--- src/rtl/branch_predict_pc.sv ---
// branch_predict_pc: owns the fetch PC. It predicts at IF with a direct-mapped
// BTB of 2-bit saturating counters and resolves beq/bne and j/jal at ID.
// On a mispredict or a jump it redirects the PC and flushes IF/ID. It also
// counts resolved taken branches and mispredicts.
module branch_predict_pc #(
  parameter int unsigned      WIDTH     = 32,
  parameter int unsigned      DEPTH     = 16,
  parameter logic [WIDTH-1:0] RESET_PC  = '0,
  parameter int unsigned      CNT_WIDTH = 16
) (
  input  logic                 clk_i,
  input  logic                 rst_i,
  input  logic                 stall_i,
  output logic [WIDTH-1:0]     pc_o,
  output logic                 pred_taken_o,
  input  logic                 branch_i,
  input  logic                 bne_i,
  input  logic                 equal_i,
  input  logic [WIDTH-1:0]     id_pc_i,
  input  logic                 id_pred_taken_i,
  input  logic [WIDTH-1:0]     id_target_i,
  input  logic                 jump_i,
  input  logic [WIDTH-1:0]     jump_target_i,
  output logic                 flush_o,
  output logic [CNT_WIDTH-1:0] taken_cnt_o,
  output logic [CNT_WIDTH-1:0] mispred_cnt_o
);

  localparam int unsigned      IDX_W  = $clog2(DEPTH);
  localparam logic [WIDTH-1:0] PC_INC = WIDTH'(4);

  typedef struct packed {
    logic             valid;
    logic [WIDTH-1:0] tag;
    logic [WIDTH-1:0] target;
    logic [1:0]       ctr;
  } btb_entry_t;

  btb_entry_t           btb_q [DEPTH];
  btb_entry_t           if_entry;
  btb_entry_t           id_entry;
  btb_entry_t           entry_d;
  logic                 btb_we;

  logic [WIDTH-1:0]     pc_q, pc_d;
  logic [CNT_WIDTH-1:0] taken_cnt_q, taken_cnt_d;
  logic [CNT_WIDTH-1:0] mispred_cnt_q, mispred_cnt_d;

  logic [IDX_W-1:0]     if_idx, id_idx;
  logic                 if_hit, id_hit;
  logic                 pred_taken;
  logic [WIDTH-1:0]     pred_next;
  logic                 taken, mispred, upd_en, flush;

  // IF lookup: the prediction comes from the entry indexed by the current PC.
  always_comb begin
    if_idx     = pc_q[IDX_W+1:2];
    if_entry   = btb_q[if_idx];
    if_hit     = if_entry.valid && (if_entry.tag == pc_q);
    pred_taken = if_hit && if_entry.ctr[1];
    pred_next  = pred_taken ? if_entry.target : pc_q + PC_INC;
  end

  // ID resolution and next-PC selection: a jump beats a mispredict, and a mispredict beats the prediction.
  always_comb begin
    // NOTE: every combinational output gets a default first, so no path leaves it unassigned and infers a latch.
    pc_d    = pc_q;
    flush   = 1'b0;
    taken   = branch_i && (bne_i ? !equal_i : equal_i);
    mispred = branch_i && !jump_i && (taken != id_pred_taken_i);
    if (!stall_i) begin
      if (jump_i) begin
        pc_d  = jump_target_i;
        flush = 1'b1;
      end else if (mispred) begin
        pc_d  = taken ? id_target_i : id_pc_i + PC_INC;
        flush = 1'b1;
      end else begin
        pc_d  = pred_next;
      end
    end
  end

  // BTB training and performance counters for a resolved conditional branch.
  always_comb begin
    upd_en        = branch_i && !jump_i && !stall_i;
    id_idx        = id_pc_i[IDX_W+1:2];
    id_entry      = btb_q[id_idx];
    id_hit        = id_entry.valid && (id_entry.tag == id_pc_i);
    entry_d       = id_entry;
    btb_we        = 1'b0;
    taken_cnt_d   = taken_cnt_q;
    mispred_cnt_d = mispred_cnt_q;
    if (upd_en) begin
      if (id_hit) begin
        btb_we         = 1'b1;
        entry_d.target = id_target_i;
        if (taken) begin
          if (id_entry.ctr != 2'b11) entry_d.ctr = id_entry.ctr + 2'd1;
        end else begin
          if (id_entry.ctr != 2'b00) entry_d.ctr = id_entry.ctr - 2'd1;
        end
      end else if (taken) begin
        // A taken miss allocates over whatever occupied the slot.
        btb_we         = 1'b1;
        entry_d.valid  = 1'b1;
        entry_d.tag    = id_pc_i;
        entry_d.target = id_target_i;
        entry_d.ctr    = 2'b10;
      end
      if (taken)   taken_cnt_d   = taken_cnt_q + CNT_WIDTH'(1);
      if (mispred) mispred_cnt_d = mispred_cnt_q + CNT_WIDTH'(1);
    end
  end

  // PC and counter registers. A stall holds them because the _d values equal the _q values.
  always_ff @(posedge clk_i or negedge rst_i) begin
    if (!rst_i) begin
      pc_q          <= RESET_PC;
      taken_cnt_q   <= '0;
      mispred_cnt_q <= '0;
    end else begin
      // NOTE: state registers use non-blocking assignment so every flop samples pre-edge values.
      pc_q          <= pc_d;
      taken_cnt_q   <= taken_cnt_d;
      mispred_cnt_q <= mispred_cnt_d;
    end
  end

  // BTB storage. The IF lookup reads the old entry, and a write becomes visible in the next cycle.
  always_ff @(posedge clk_i or negedge rst_i) begin
    if (!rst_i) begin
      // NOTE: this array is reset explicitly because valid bits and counters must start known; it is small and lives in flops, not RAM.
      for (int i = 0; i < int'(DEPTH); i++) begin
        btb_q[i].valid  <= 1'b0;
        btb_q[i].tag    <= '0;
        btb_q[i].target <= '0;
        btb_q[i].ctr    <= 2'b01;
      end
    end else if (btb_we) begin
      btb_q[id_idx] <= entry_d;
    end
  end

  assign pc_o          = pc_q;
  assign pred_taken_o  = pred_taken;
  assign flush_o       = flush;
  assign taken_cnt_o   = taken_cnt_q;
  assign mispred_cnt_o = mispred_cnt_q;

endmodule
--- config.mk ---
export PLATFORM = sky130hd
export DESIGN_NAME = branch_predict_pc
export DESIGN_NICKNAME = d
export VERILOG_FILES = /design/src/rtl/branch_predict_pc.sv
export SDC_FILE = /design/constraint.sdc
export NUM_CORES = 2
export LEC_CHECK = 0
export ABC_AREA = 1
export CORE_ASPECT_RATIO = 1.5
export CORE_UTILIZATION = 30
export DETAILED_ROUTE_END_ITERATION = 16
export PLACE_DENSITY = 0.51
export SYNTH_ARGS = -nofsm -noshare
export SYNTH_HDL_FRONTEND = slang
export SYNTH_SLANG_ARGS = --single-unit
--- constraint.sdc ---
create_clock -name clk_i -period 2.4 [get_ports clk_i]
set_input_delay 0.24 -clock clk_i [delete_from_list [all_inputs] [get_ports clk_i]]
set_output_delay 0.24 -clock clk_i [all_outputs]
set_load 0.005 [all_outputs]
# Yosys cells after proc, flatten, opt, wreduce, memory -nomap -nowiden
# Index checks and enable logic that the tools add are counted.
# totals
word_cells	123
register_bits	1136
inputBits	104
output_inout_bits	66
# op_classes
muxes	27
bitwise	2
reduce_logical	14
n_addsub	6
eq_ne	4
magnitude_cmp	3
# ops
operator	count
bitwise mux 1072 bit	1
binary-select mux 67 bit (select 4 bit)	2
2-to-1 mux 67 bit	7
demux 67 bit (select 4 bit)	1
2-to-1 mux 32 bit	4
adder 32 x 3 -> 32 bit (second input constant)	2
equality test 32 bit	2
2-to-1 mux 34 bit	1
2-to-1 mux 33 bit	1
adder 16 x 1 -> 16 bit (second input constant)	2
greater-or-equal comparator 5 bit (second input constant)	2
inverter 4 -> 5 bit	2
logical AND 1 bit	8
2-to-1 mux 1 bit	7
2-to-1 mux 2 bit	3
< comparator 5 x 1 -> 1 bit (second input constant)	1
AND reduction 2 bit	2
zero test 1 bit	3
adder 2 x 1 -> 2 bit (second input constant)	1
inequality test 2 bit (second input constant)	1
nonzero test 2 bit	1
subtractor 2 x 1 -> 2 bit (second input constant)	1
inequality test 1 bit	1

# Logic depth before layout (Yosys ltp)
# logic_depth
ltp_word	10
mapped_depth	26
depth_no_buf	21

# Worst setup path before layout
# OpenSTA, ideal clock, no wires.
# synth_timing
path_type	register to register
startpoint	register pc_q[2], in the netlist pc_o[2]
endpoint	register pc_q[31], in the netlist pc_o[31]
path_buffers	3
period_less_slack_ps	2700
path_slack_ps	-300
setup_ps	117
path_stages_with_launch	20
arrival_ps	2584
required_time_ps	2283
path_cell_list	dfrtp_1 > clkbuf_2 > buf_2 > buf_4 > nand3_1 > nor2_1 > nand4_1 > nor2_1 > nand2_1 > nor3_1 > nand2_1 > nor2_1 > nand2_1 > xor2_1 > inv_1 > nand2_1 > nand3_1 > nand2_1 > nand2_1 > nand2_1
# synth_via
elab_chain_len	10
word_cells_on_any_way	11
classes_between	add/sub: 1; eq/ne: 1; mux: 6; bitwise: 1; reduce/logical: 2
# synth_rtl
item	line_no	rtl
start: declaration	45	logic [WIDTH-1:0] pc_q, pc_d;
start signal: assignment	124	pc_q <= pc_d;
inverter 4 -> 5 bit (implied by the code)	58	if_entry = btb_q[if_idx];
binary-select mux 67 bit (select 4 bit)	58	
2-to-1 mux 67 bit (implied by the code) (2 in series)	58	
equality test 32 bit	59	if_hit = if_entry.valid && (if_entry.tag == pc_q);
logical AND 1 bit	59	
logical AND 1 bit	60	pred_taken = if_hit && if_entry.ctr[1];
2-to-1 mux 32 bit *	61	pred_next = pred_taken ? if_entry.target : pc_q + PC_INC;
2-to-1 mux 32 bit *	75	end else if (mispred) begin
2-to-1 mux 32 bit *	72	if (jump_i) begin
# Every way passes the cells marked *; elsewhere a longest branch is shown, timed or not. The select of a mux whose other input is x is not followed.
# A chain may end at the register's enable or synchronous reset.

# Worst setup path in the final report
# layout_timing
startpoint	register pc_q[2], in the netlist pc_o[2]
endpoint	output port pred_taken_o
# layout_via
elab_chain_len	7
# layout_rtl
item	line_no	rtl
inverter 4 -> 5 bit (implied by the code)	58	
binary-select mux 67 bit (select 4 bit)	58	
2-to-1 mux 67 bit (implied by the code) (2 in series)	58	
equality test 32 bit	59	
logical AND 1 bit	59	
logical AND 1 bit *	60	
end: declaration	15	output logic pred_taken_o,
# Marked as above.

==> impl_metrics.json <==
{
  "switchingPower_uw": 19800,
  "cts.sink_count": 1136,
  "synth.distinct_cells": 42,
  "synthTopCellsByCount": "nand2_1, dfrtp_1, inv_1",
  "drv_slew": 0,
  "antenna_found_initial": 11,
  "cp_data_required_time_ps": 2160,
  "pre_cts_slack_ps": -1700,
  "leakage_uw": 0.0466,
  "crit_fanout": 16,
  "yosys.area.top_type": "dfrtp_1",
  "grt_start_max_net_pins": 125,
  "rsz0062_at_grt": "true",
  "post_drt_via_cell_ratio": 5.39,
  "setup_viol": 1112,
  "slew_headroom_pct": 24.6,
  "worst_slack_ps": -1430,
  "drc": 0,
  "grt_first_pass_wirelength_um": 504000,
  "synth_edf_count": 0,
  "cts_buffers": 121,
  "fin_tns_setup_ps": -711940,
  "die_width_um": 385,
  "min_period_over_period_pct": 159,
  "layout_min_cycle_time_ps": 3830,
  "place.gp.congestion": 0.980,
  "netlist_area_um2": 66100,
  "maxCapViolCount": 0,
  "design_area_um2": 90100,
  "min_path_type": "in2reg",
  "drtIter0Drc": 8062,
  "clock_path_buffers": 3,
  "worst_setup_path_start_kind": "register",
  "p_comb_share_pct": 27.6,
  "synthArstFlopShare_pct": 100,
  "ys.flop_type": "dfrtp_1",
  "overflow": 0,
  "cp-end-kind": "output port",
  "synth_top_cell_area_share_pct": 42.4,
  "max_freq_mhz": 261,
  "boundaryPins": 170,
  "p_seq_share_pct": 35.6,
  "syn_avg_cell_area_um2": 6.73,
  "fin_util_pct": 41.2,
  "switching_share_pct": 34.2,
  "syn_nets": 9924,
  "die_y_um": 577,
  "irDropWorstVdd_mv": 0.784,
  "io_buffers": 169,
  "synth_warnings": 0,
  "initial_utilization_pct": 30.2,
  "arrival_ps": 3590,
  "clk_pin_slew_ps": 70,
  "grt.total_usage_pct": 31.1,
  "first_pass_iters": 9,
  "clock_skew_ps": 111,
  "hold_viol_final": 0,
  "wl_per_cell_um": 26.3,
  "dp_hpwl_um": 226000,
  "final_layout_size_suffix_gt1_share_pct": 19.4,
  "detail-route-antenna-nets": 0,
  "clk_latency_ps": 860,
  "power.internal_uw": 38000,
  "clock_power_share_pct": 36.8,
  "coreArea_um2": 219000,
  "path_class": "reg2out",
  "yosysMostFrequentCell": "nand2_1",
  "syn_inst": 9813,
  "placed_cell_area_um2": 80100,
  "vias": 73600,
  "fin_nets": 10800,
  "cts_tree": "built",
  "hold_ws_ps": 31.5,
  "power.density_nw_per_um2": 642,
  "grt_pass1_vias": 70900,
  "num_rows": 210,
  "syn_to_final_growth_pct": 36.3,
  "root_buffer": "clkbuf_16",
  "failed_checks": "setup timing",
  "h-tree-depth": 3,
  "status": "finished, violations left",
  "ys_seq_area_share_pct": 43.1,
  "wirelength_um": 359000,
  "dieArea_um2": 222000,
  "tightest_slew_ps": 1130,
  "ys_seq_elements": 1136,
  "synthTopCellsByArea": "dfrtp_1, nand2_1, o21ai_0"
}
-- layout by cell type, fill, tap and decap left out, drive strengths merged, types with 5 or more instances in the layout --
| cell | n |
|---|---|
| a31oi | 22 |
| nand3 | 574 |
| inv | 754 |
| nand2 | 4275 |
| nor2 | 556 |
| a21oi | 265 |
| o211ai | 171 |
| nand3b | 6 |
| a221oi | 19 |
| clkinvlp | 11 |
| ha | 7 |
| clkdlybuf4s50 | 160 |
| nor3 | 27 |
| o21ai | 641 |
| nand4 | 452 |
| xnor2 | 11 |
| clkinv | 35 |
| dfstp | 16 |
| clkbuf | 195 |
| xor2 | 66 |
| diode | 5 |
| a22o | 13 |
| bufbuf | 18 |
| or2 | 7 |
| dfrtp | 1120 |
| buf | 1320 |
| bufinv | 17 |
-- final timing paths --
| kind | startpoint | to | slack [ps] | cells past startpoint |
|---|---|---|---|---|
| setup / recovery | pc_o[2] | pred_taken_o | -1430 | 18 |
| hold / removal | jump_i | mispred_cnt_o[4] | 30 | 7 |
| setup reg to reg | pc_o[2] | pc_o[4] | -950 | 22 |
| hold reg to reg | btb_q[776] | btb_q[776] | 470 | 2 |
| max in group asynchronous | rst_i | btb_q[1006] | 1310 | 3 |
| min in group asynchronous | rst_i | btb_q[43] | 350 | 3 |
-- sequential cells by signal (all words and copies together) (netlist names) --
name	count
btb_q	1072
mispred_cnt_o	16
pc_o	32
taken_cnt_o	16
-- per-layer routing --
| metal | vias up | GRT usage [%] | wire length (um) |
|---|---|---|---|
| li1 | 33000 | - | - |
| met1 | 35900 | 36.8 | 132000 |
| met2 | 3676 | 49.7 | 165000 |
| met3 | 1028 | 6.02 | 30400 |
| met4 | 8 | 23.2 | 31200 |
| met5 | - | 0 | 48 |
-- layout make-up --
class                           count  area, um2
Timing Repair Buffer             1527      17400
Clock inverter                     57        915
Tap cell                         2862       3580
Multi-Input combinational cell   7136      33300
Clock buffer                      173       3510
Antenna cell                        5       12.5
Inverter                          760       2940
Sequential cell                  1136      28500
Fill cell                       22400     129000
-- stage by stage --
stage | power, uW | cells
after detailed placement | 34700 | 13200
after global placement | 34600 | 13200
after floorplan | 27200 | 9813
after global routing | 59800 | 13700
after CTS | 57100 | 13600
final | 57800 | 13700
-- worst max-delay path, cell delays in order (launching register included) --
cell and delay [ps]:
dfrtp_4 480, buf_12 170, buf_12 180, buf_4 160, clkbuf_16 190, a21oi_1 150, o21ai_0 90, nand3_1 80
nand3_2 200, nand3_1 160, nand2_1 70, inv_1 50, nand2_1 40, nor2_1 90, nand2_1 100, nor2_4 150
nand2_2 90, inv_4 110, buf_6 100
-- logic make-up after synthesis --
family / count (synthesis) / share of synthesized area, %
AOI/OAI and AO/OA: 1144 / 9.58
xor gates and xnor gates: 77 / 1.02
adders and majority gates: 7 / 0.133
buffers and inverters: 1543 / 9.64
DFF: 1136 / 43.1
muxes: 1 / 0.0170
and+or+nand+nor: 5905 / 36.6
-- timing repair --
item	CTS	global route
pin swaps	115	118
setup endpoints to repair	1112	1113
endpoints found under the hold margin	620	0
gates resized for setup	435	275
gates cloned	53	24
setup buffers	82	35
hold buffers	4	0
-- power groups by stage --
| stage | registers, uW | clock network [uW] | logic [uW] |
|---|---|---|---|
| after floorplan | 20800 | 0 | 6430 |
| after global placement | 20900 | 0 | 13700 |
| after detailed placement | 20900 | 0 | 13700 |
| after CTS | 20600 | 21500 | 15000 |
| after global routing | 20700 | 22300 | 16800 |
| final | 20600 | 21300 | 16000 |
Power figures use the tool's default switching activity.
